File: src/rtl/uart_pkg.sv
// Shared UART definitions: receiver states, frame-format limits and bit-period helper.
package uart_pkg;

  typedef enum logic [2:0] {
    S_IDLE,
    S_START,
    S_DATA,
    S_PARITY,
    S_STOP,
    S_DELIVER
  } uart_rx_state_t;

  localparam int unsigned DATA_BITS_MIN = 5;
  localparam int unsigned DATA_BITS_MAX = 9;
  localparam int unsigned STOP_BITS_MIN = 1;
  localparam int unsigned STOP_BITS_MAX = 2;
  // Below this many clocks per bit the three centre samples no longer fit inside the bit.
  localparam int unsigned CYCLE_MIN     = 8;

  // Clocks per bit period; clk_fre is in MHz.
  function automatic int unsigned calc_cycle(input int unsigned clk_fre, input int unsigned baud);
    return (clk_fre * 1000000) / baud;
  endfunction

endpackage

File: src/rtl/uart_rx_sampler.sv
// Line front end: 2-flop synchroniser, falling-edge detect and 3-sample majority vote.
module uart_rx_sampler
  import uart_pkg::*;
#(
  parameter int unsigned CYCLE = 10,
  parameter int unsigned CNT_W = $clog2(CYCLE)
) (
  input  logic             clk,
  input  logic             rst,
  input  logic             rx_pin,
  input  logic [CNT_W-1:0] cycle_cnt,
  output logic             fall_edge,
  output logic             bit_val,
  output logic             bit_strobe
);

  localparam logic [CNT_W-1:0] SAMP_0 = CNT_W'(CYCLE / 2 - 1);
  localparam logic [CNT_W-1:0] SAMP_1 = CNT_W'(CYCLE / 2);
  localparam logic [CNT_W-1:0] SAMP_2 = CNT_W'(CYCLE / 2 + 1);

  logic sync_1, sync_2, sync_prev;
  logic samp_0, samp_1;

  // Synchronise the pin, keep last value for edge detect, capture the first two votes.
  always_ff @(posedge clk) begin
    if (rst) begin
      sync_1    <= 1'b1;
      sync_2    <= 1'b1;
      sync_prev <= 1'b1;
      samp_0    <= 1'b1;
      samp_1    <= 1'b1;
    end else begin
      sync_1    <= rx_pin;
      sync_2    <= sync_1;
      sync_prev <= sync_2;
      if (cycle_cnt == SAMP_0) samp_0 <= sync_2;
      if (cycle_cnt == SAMP_1) samp_1 <= sync_2;
    end
  end

  // Third vote is the live synchronised value, so the decision lands on SAMP_2 itself.
  assign fall_edge  = sync_prev & ~sync_2;
  assign bit_strobe = (cycle_cnt == SAMP_2);
  assign bit_val    = (samp_0 & samp_1) | (samp_0 & sync_2) | (samp_1 & sync_2);

endmodule

File: src/rtl/uart_rx_cfg.sv
// Configurable UART receiver: 5..9 data bits, optional parity, 1 or 2 stop bits,
// majority-voted sampling and a single holding register with valid/ready handshake.
module uart_rx_cfg
  import uart_pkg::*;
#(
  parameter int unsigned CLK_FRE    = 27,
  parameter int unsigned BAUD_RATE  = 115200,
  parameter int unsigned DATA_BITS  = 8,
  parameter int unsigned PARITY_EN  = 0,
  parameter int unsigned PARITY_ODD = 0,
  parameter int unsigned STOP_BITS  = 1
) (
  input  logic                 clk,
  input  logic                 rst,
  input  logic                 rx_pin,
  output logic [DATA_BITS-1:0] rx_data,
  output logic                 rx_data_valid,
  input  logic                 rx_data_ready,
  output logic                 parity_err,
  output logic                 frame_err,
  output logic                 overrun_err
);

  localparam int unsigned CYCLE = calc_cycle(CLK_FRE, BAUD_RATE);
  localparam int unsigned CNT_W = $clog2(CYCLE);
  localparam int unsigned BIT_W = $clog2(DATA_BITS);

  localparam logic [CNT_W-1:0] CNT_LAST  = CNT_W'(CYCLE - 1);
  localparam logic [BIT_W-1:0] BIT_LAST  = BIT_W'(DATA_BITS - 1);
  localparam logic             STOP_LAST = 1'(STOP_BITS - 1);
  localparam logic             PAR_ODD   = 1'(PARITY_ODD);

  if (CYCLE < CYCLE_MIN) begin : g_bad_cycle
    $error("uart_rx_cfg: CLK_FRE/BAUD_RATE gives fewer than 8 clocks per bit");
  end
  if (DATA_BITS < DATA_BITS_MIN || DATA_BITS > DATA_BITS_MAX) begin : g_bad_data_bits
    $error("uart_rx_cfg: DATA_BITS must be 5..9");
  end
  if (STOP_BITS < STOP_BITS_MIN || STOP_BITS > STOP_BITS_MAX) begin : g_bad_stop_bits
    $error("uart_rx_cfg: STOP_BITS must be 1 or 2");
  end

  uart_rx_state_t       state;
  logic [CNT_W-1:0]     cycle_cnt;
  logic [BIT_W-1:0]     bit_cnt;
  logic                 stop_cnt;
  logic [DATA_BITS-1:0] rx_bits;
  logic                 par_bit;
  logic                 stop_bad;
  logic                 fall_edge, bit_val, bit_strobe;
  logic                 hold_full;
  logic                 par_mismatch;

  uart_rx_sampler #(
    .CYCLE (CYCLE),
    .CNT_W (CNT_W)
  ) u_sampler (
    .clk        (clk),
    .rst        (rst),
    .rx_pin     (rx_pin),
    .cycle_cnt  (cycle_cnt),
    .fall_edge  (fall_edge),
    .bit_val    (bit_val),
    .bit_strobe (bit_strobe)
  );

  // A word being accepted this cycle frees the holding register for a same-cycle load.
  assign hold_full    = rx_data_valid & ~rx_data_ready;
  assign par_mismatch = (PARITY_EN != 0) && ((^rx_bits ^ par_bit) != PAR_ODD);

  // Frame FSM, bit-period counters and the holding register with its flags.
  always_ff @(posedge clk) begin
    if (rst) begin
      state         <= S_IDLE;
      cycle_cnt     <= '0;
      bit_cnt       <= '0;
      stop_cnt      <= 1'b0;
      rx_bits       <= '0;
      par_bit       <= 1'b0;
      stop_bad      <= 1'b0;
      rx_data       <= '0;
      rx_data_valid <= 1'b0;
      parity_err    <= 1'b0;
      frame_err     <= 1'b0;
      overrun_err   <= 1'b0;
    end else begin
      overrun_err <= 1'b0;
      if (rx_data_valid && rx_data_ready) rx_data_valid <= 1'b0;
      cycle_cnt <= (cycle_cnt == CNT_LAST) ? '0 : cycle_cnt + 1'b1;

      unique case (state)
        S_IDLE: begin
          cycle_cnt <= '0;
          bit_cnt   <= '0;
          stop_cnt  <= 1'b0;
          stop_bad  <= 1'b0;
          if (fall_edge) state <= S_START;
        end
        S_START: begin
          if (bit_strobe && bit_val) begin
            // Line back high at mid start bit: a glitch, not a frame.
            state     <= S_IDLE;
            cycle_cnt <= '0;
          end else if (cycle_cnt == CNT_LAST) begin
            state <= S_DATA;
          end
        end
        S_DATA: begin
          if (bit_strobe) rx_bits[bit_cnt] <= bit_val;
          if (cycle_cnt == CNT_LAST) begin
            if (bit_cnt == BIT_LAST) begin
              state <= (PARITY_EN != 0) ? S_PARITY : S_STOP;
            end else begin
              bit_cnt <= bit_cnt + 1'b1;
            end
          end
        end
        S_PARITY: begin
          if (bit_strobe) par_bit <= bit_val;
          if (cycle_cnt == CNT_LAST) state <= S_STOP;
        end
        S_STOP: begin
          if (bit_strobe) begin
            if (!bit_val) stop_bad <= 1'b1;
            // Leave on the final stop bit's centre so a back-to-back start edge is seen.
            if (stop_cnt == STOP_LAST) begin
              state     <= S_DELIVER;
              cycle_cnt <= '0;
            end
          end else if (cycle_cnt == CNT_LAST) begin
            stop_cnt <= 1'b1;
          end
        end
        S_DELIVER: begin
          if (hold_full) begin
            overrun_err <= 1'b1;
          end else begin
            rx_data       <= rx_bits;
            parity_err    <= par_mismatch;
            frame_err     <= stop_bad;
            rx_data_valid <= 1'b1;
          end
          state     <= S_IDLE;
          cycle_cnt <= '0;
        end
        default: begin
          state     <= S_IDLE;
          cycle_cnt <= '0;
        end
      endcase
    end
  end

endmodule

File: config.mk
export PLATFORM = sky130hd
export DESIGN_NAME = uart_rx_cfg
export DESIGN_NICKNAME = d
export VERILOG_FILES = /design/src/rtl/uart_pkg.sv /design/src/rtl/uart_rx_sampler.sv /design/src/rtl/uart_rx_cfg.sv
export SDC_FILE = /design/constraint.sdc
export NUM_CORES = 1
export LEC_CHECK = 0
export BUFFER_PORTS_ARGS = -buffer_cell sky130_fd_sc_hd__buf_2
export CAP_MARGIN = 20
export CORE_ASPECT_RATIO = 0.8
export CORE_MARGIN = 2
export CORE_UTILIZATION = 62
export CTS_CLUSTER_SIZE = 8
export DETAILED_ROUTE_END_ITERATION = 16
export PLACE_DENSITY_LB_ADDON = 0.15
export SYNTH_ARGS = -nofsm -noshare
export SYNTH_HDL_FRONTEND = slang
export SYNTH_HIERARCHICAL = 1
export SYNTH_SLANG_ARGS = --single-unit
export TNS_END_PERCENT = 20
File: constraint.sdc
create_clock -name clk -period 4.8 [get_ports clk]
set_input_delay 0.24 -clock clk [delete_from_list [all_inputs] [get_ports clk]]
set_output_delay 0.24 -clock clk [all_outputs]
set_load 0.01 [all_outputs]
Word-level counts from Yosys, hierarchy flattened
Index checks and enable logic that the tools add are counted.
{"block": "totals", "register_bits": 40, "inputBits": 4, "out_inout_bits": 12, "elab_cells": 95}
{"block": "classes", "n_addsub": 2, "order_cmp": 2, "n_eq_ne": 21, "n_mux": 30, "n_bitwise": 11, "reduce_logical": 14}
{"op": "2-to-1 mux 8 bit", "count": 4}
{"op": "2-to-1 mux 3 bit", "count": 10}
{"op": "equality test 8 x 7 -> 1 bit, second input constant", "count": 3}
{"op": "case mux 8 bit (3 select lines)", "count": 1}
{"op": "inequality test 2 bit, second input constant", "count": 10}
{"op": "case mux 3 bit (5 select lines)", "count": 1}
{"op": "equality test 3 bit, second input constant", "count": 3}
{"op": "2-to-1 mux 1 bit", "count": 9}
{"op": "AND reduction 3 bit", "count": 3}
{"op": "adder 8 x 1 -> 8 bit, second input constant", "count": 1}
{"op": "bitwise mux 8 bit", "count": 1}
{"op": "equality test 8 bit, second input constant", "count": 1}
{"op": "AND reduction 7 bit", "count": 1}
{"op": "equality test 3 x 2 -> 1 bit, second input constant", "count": 2}
{"op": "case mux 3 bit (2 select lines)", "count": 1}
{"op": "bitwise AND 1 bit", "count": 5}
{"op": "< comparator 3 x 4 -> 1 bit, second input constant", "count": 1}
{"op": "NOT 1 bit", "count": 4}
{"op": "case mux 1 bit (2 select lines)", "count": 2}
{"op": "AND reduction 2 bit", "count": 2}
{"op": "nonzero test 2 bit", "count": 2}
{"op": "OR reduction 2 bit", "count": 2}
{"op": "adder 3 x 1 -> 3 bit, second input constant", "count": 1}
{"op": "demux 1 bit (select 3 bit)", "count": 1}
{"op": "6 further kinds", "count": 9}

Logic depth before layout (Yosys ltp)
{"block": "depth", "depth_word": 6, "depth_mapped": 7, "depth_no_buf": 6}

Modules after synthesis
Netlist, hierarchy kept.
{"mod": "uart_rx_cfg", "n_inst": 1, "cells_each": 174, "area_each_um2": 1594.0, "seq_area_each_um2": 700.7}
{"mod": "uart_rx_sampler", "n_inst": 1, "cells_each": 21, "area_each_um2": 219.0, "seq_area_each_um2": 100.1}

Worst setup path after synthesis
OpenSTA, ideal clock, no wires.
{"block": "synth_timing", "kind": "reg-to-reg", "start": "register cycle_cnt[4]", "end": "register rx_bits[4]", "setup_ps": 128, "arrival_ps": 2194, "required_ps": 4672, "setup_slack_ps": 2478, "path_stages_with_launch": 7, "n_path_buf": 0, "synth_period_minus_slack_ps": 2322, "path_cell_list": "dfxtp_1 > nand4b_4 > nor4b_1 > nand4bb_4 > nor4b_1 > mux2i_1 > nor2_1"}
{"block": "synth_between", "elab_chain_cells": 2}
{"item": "start: declaration", "line_no": "uart_rx_cfg.sv:44", "rtl": "logic [CNT_W-1:0] cycle_cnt;"}
{"item": "start signal: assignment", "line_no": "uart_rx_cfg.sv:89", "rtl": "cycle_cnt <= (cycle_cnt == CNT_LAST) ? '0 : cycle_cnt + 1'b1;"}
{"item": "equality test 8 x 7 -> 1 bit", "line_no": "uart_rx_sampler.sv:43", "rtl": "assign bit_strobe = (cycle_cnt == SAMP_2);"}
{"item": "named net bit_strobe", "line_no": "uart_rx_cfg.sv:50", "rtl": "logic fall_edge, bit_val, bit_strobe;"}
{"item": "AND reduction 2 bit (no source line)"}
{"item": "end signal: indexed assignment", "line_no": "uart_rx_cfg.sv:109", "rtl": "if (bit_strobe) rx_bits[bit_cnt] <= bit_val;"}
{"item": "end: declaration", "line_no": "uart_rx_cfg.sv:47", "rtl": "logic [DATA_BITS-1:0] rx_bits;"}
The timed path passes the listed nets, and every way through them passes these cells.
A chain may end at the register's enable or synchronous reset.

Worst setup path after layout
Ends and elaborated chain as after synthesis.

==> results.sh <==
export IMPL_yosysSeqAreaShare=0.442
export IMPL_critical_path_slowest_cell="nor4b_1"
export IMPL_synth_common_cells="dfxtp_1, nor2_1, mux2i_1"
export IMPL_synth_most_common_cell="dfxtp_1"
export IMPL_status="completed"
export IMPL_synth_flop_cell="dfxtp_1"
export IMPL_cp_end_kind="register"
export IMPL_hold_viol=0
export IMPL_fin_skew_ns=0.00915
export IMPL_drtIter0Drc=56
export IMPL_cts_root_buf="clkbuf_4"
export IMPL_h_tree_depth=2
export IMPL_clock_fmax_ghz=0.400
export IMPL_cts_tree="yes"
export IMPL_drc=0
export IMPL_cts_setup_buffers=0
export IMPL_synth_async_reset_ratio=0
export IMPL_start_kind="register"
export IMPL_setup_violations_final=0
export IMPL_maxCapViolations=0
export IMPL_rows=17
export IMPL_hold_ws_ns=0.0861
export IMPL_cts_resized=0
export IMPL_wl_per_cell_um=13.2
export IMPL_finalCritPeriodShare=0.520
export IMPL_vias=1346
export IMPL_syn_inst=195
export IMPL_fin_crit_ns=2.50
export IMPL_synth_area_leaders="dfxtp_1, mux2i_1, nor2_1"
export IMPL_grt_max_degree=35
export IMPL_ys_warn_count=6
export IMPL_synth_edff_count=0
export IMPL_required_ns=5.01
export IMPL_worst_slew_pin_slew_ns=1.06
export IMPL_placed_cell_area_um2=1870
export IMPL_core_area_um2=2770
export IMPL_dp_hpwl_um=2220
export IMPL_crit_type="register to register"
export IMPL_critPathMostFrequentCell="nor4b_1"
export IMPL_yosysUniqueCellTypes=39
export IMPL_ant_nets=0
export IMPL_crit_chain="nand4b_4, nor4b_1, buf_1, nand4bb_4, nor4b_1, mux2i_1, nor2_1"
export IMPL_grt_pass1_wl_um=5530
export IMPL_synth_area_um2=1810
export IMPL_dieWidth_um=64.5
export IMPL_first_pass_iters=4
export IMPL_diodes=0
export IMPL_clkTransAtPathRegs_ns=0.11
export IMPL_fin_nets=212
export IMPL_grt_setup_unrepaired="false"
export IMPL_powerDensity_nw_per_um2=289
export IMPL_yosys_area_top_type_share=0.442
export IMPL_fin_total_pwr_mw=0.563
export IMPL_final_area_um2=1950
export IMPL_cp_data_arrival_time_ns=2.71
export IMPL_r2r_slack_ns=2.30
export IMPL_clk_insertion_delay_late_ns=0.34
export IMPL_routed_wl_um=3200
export IMPL_portBuffers=14
export IMPL_vdd_drop_max_mv=0.215
export IMPL_holdPathStages=2
export IMPL_clock_tree_buffer_depth=2
export IMPL_synth_nets=203
export IMPL_floorplan_initialDensity=0.656
export IMPL_slew_viol_final=0
export IMPL_die_h_um=52.4
export IMPL_dp_slack_ns=2.30
export IMPL_cts_sinks=40
export IMPL_gp_congestion=0.847
export IMPL_antenna_found_initial=0
export IMPL_holdBufCountCts=0
export IMPL_fin_setup_tns_ns=0
export IMPL_slowest_delay_ns=0.70
export IMPL_avgViaCountPerCell=5.54
export IMPL_die_area_um2=3380
export IMPL_cts_buffers=5
export IMPL_r2r_cells=7
export IMPL_syn2layout_area_growth_pct=7.32
export IMPL_setup_ws_ns=2.30
export IMPL_synth_seq_cells=40
export IMPL_hold_path_class="input port to register"
export IMPL_pin_count=16
export IMPL_groute_usage_overall=0.220
export IMPL_grt_pass1_vias=1247
export IMPL_worstPathMaxFanout=6
export IMPL_p_leak_nw=0.746
export IMPL_layout_drive_gt1_share=0.146
export IMPL_avgSynthCellArea_um2=9.30
export IMPL_grt_overflow=0
export IMPL_yosysTopAreaCell="dfxtp_1"
export IMPL_slew_headroom=0.294
==> path summary, 6_finish.rpt <==
path / start / end
max: cycle_cnt[4]$_SDFF_PP0_ / rx_bits[4]$_SDFFE_PP0P_
min: rx_pin / u_sampler/sync_1$_SDFF_PP1_
max reg2reg: cycle_cnt[4]$_SDFF_PP0_ / rx_bits[4]$_SDFFE_PP0P_
min reg2reg: u_sampler/sync_1$_SDFF_PP1_ / u_sampler/sync_2$_SDFF_PP1_
==> worst max-delay path: cells and delay by family, from the launching register on <==
kind,cells,cell delay [ns]
buf+inv,1,0.24
flops,1,0.47
simple gates,5,1.42
mux,1,0.24
==> state kept, by name, summed over array words and instances, names as in the netlist <==
signal and count:
stop_bad 1, bit_cnt 3, rx_data_valid 1, state 3, cycle_cnt 8, u_sampler/sync_1 1, stop_cnt 1, u_sampler/samp_0 1
u_sampler/sync_prev 1, overrun_err 1, frame_err 1, rx_data 8, u_sampler/sync_2 1, u_sampler/samp_1 1, rx_bits 8
==> cells by family after synthesis <==
logic type,share of synthesized area
and+or+nand+nor,0.274
DFF,0.442
muxes,0.105
buffers and inverters,0.0483
AOI/OAI and AO/OA,0.0670
xor gates and xnor gates,0.0290
adders and majority gates,0.0331
other,0.00207
==> power by group <==
part | internal, mW | switching (mW)
Combinational | 0.00567 | 0.00921
Clock | 0.109 | 0.102
Sequential | 0.334 | 0.00279
Total | 0.448 | 0.114
==> cell type report <==
type	instances	area (um^2)
clock buffer	6	41.3
clock inverter	2	35.0
fill	240	820
inverter	6	22.5
multi-input combinational	136	925
sequential	40	801
tap	38	47.5
timing repair buffer	15	73.8
==> layer usage <==
| metal | vias up | track usage | share of wire |
|---|---|---|---|
| met5 | - | 0 | 0 |
| met4 | 0 | 0.0780 | 0.0053 |
| met3 | 2 | 0.0774 | 0.036 |
| met2 | 26 | 0.358 | 0.45 |
| met1 | 625 | 0.274 | 0.51 |
| li1 | 693 | - | - |
==> placed cells by master (no fill, tap or decap), types with 2 or more instances in the layout <==
master    instances
a31o_2            2
buf_2            14
and4bb_2          2
xor2_1            2
nor2b_1           5
nor2_1           38
xnor2_1           4
mux2i_1          19
nand2b_1          3
ha_1              4
or2_2             2
clkbuf_4          5
dfxtp_1          40
a31oi_1           2
o21ai_0           3
nor4b_1           3
nand2_1           8
nand3_1           6
a21oi_1           2
nor3_1            8
and4b_1           2
nand4b_1          2
nand4_1           3
a22o_1            2
nor4_1            4
inv_1             6
==> metrics by stage <==
stage	instances	util
floorplan	195	-
global placement	234	0.675
detailed placement	235	0.676
CTS	243	0.704
global route	243	0.704
finish	243	0.704
(Power assumes the default switching activity.)
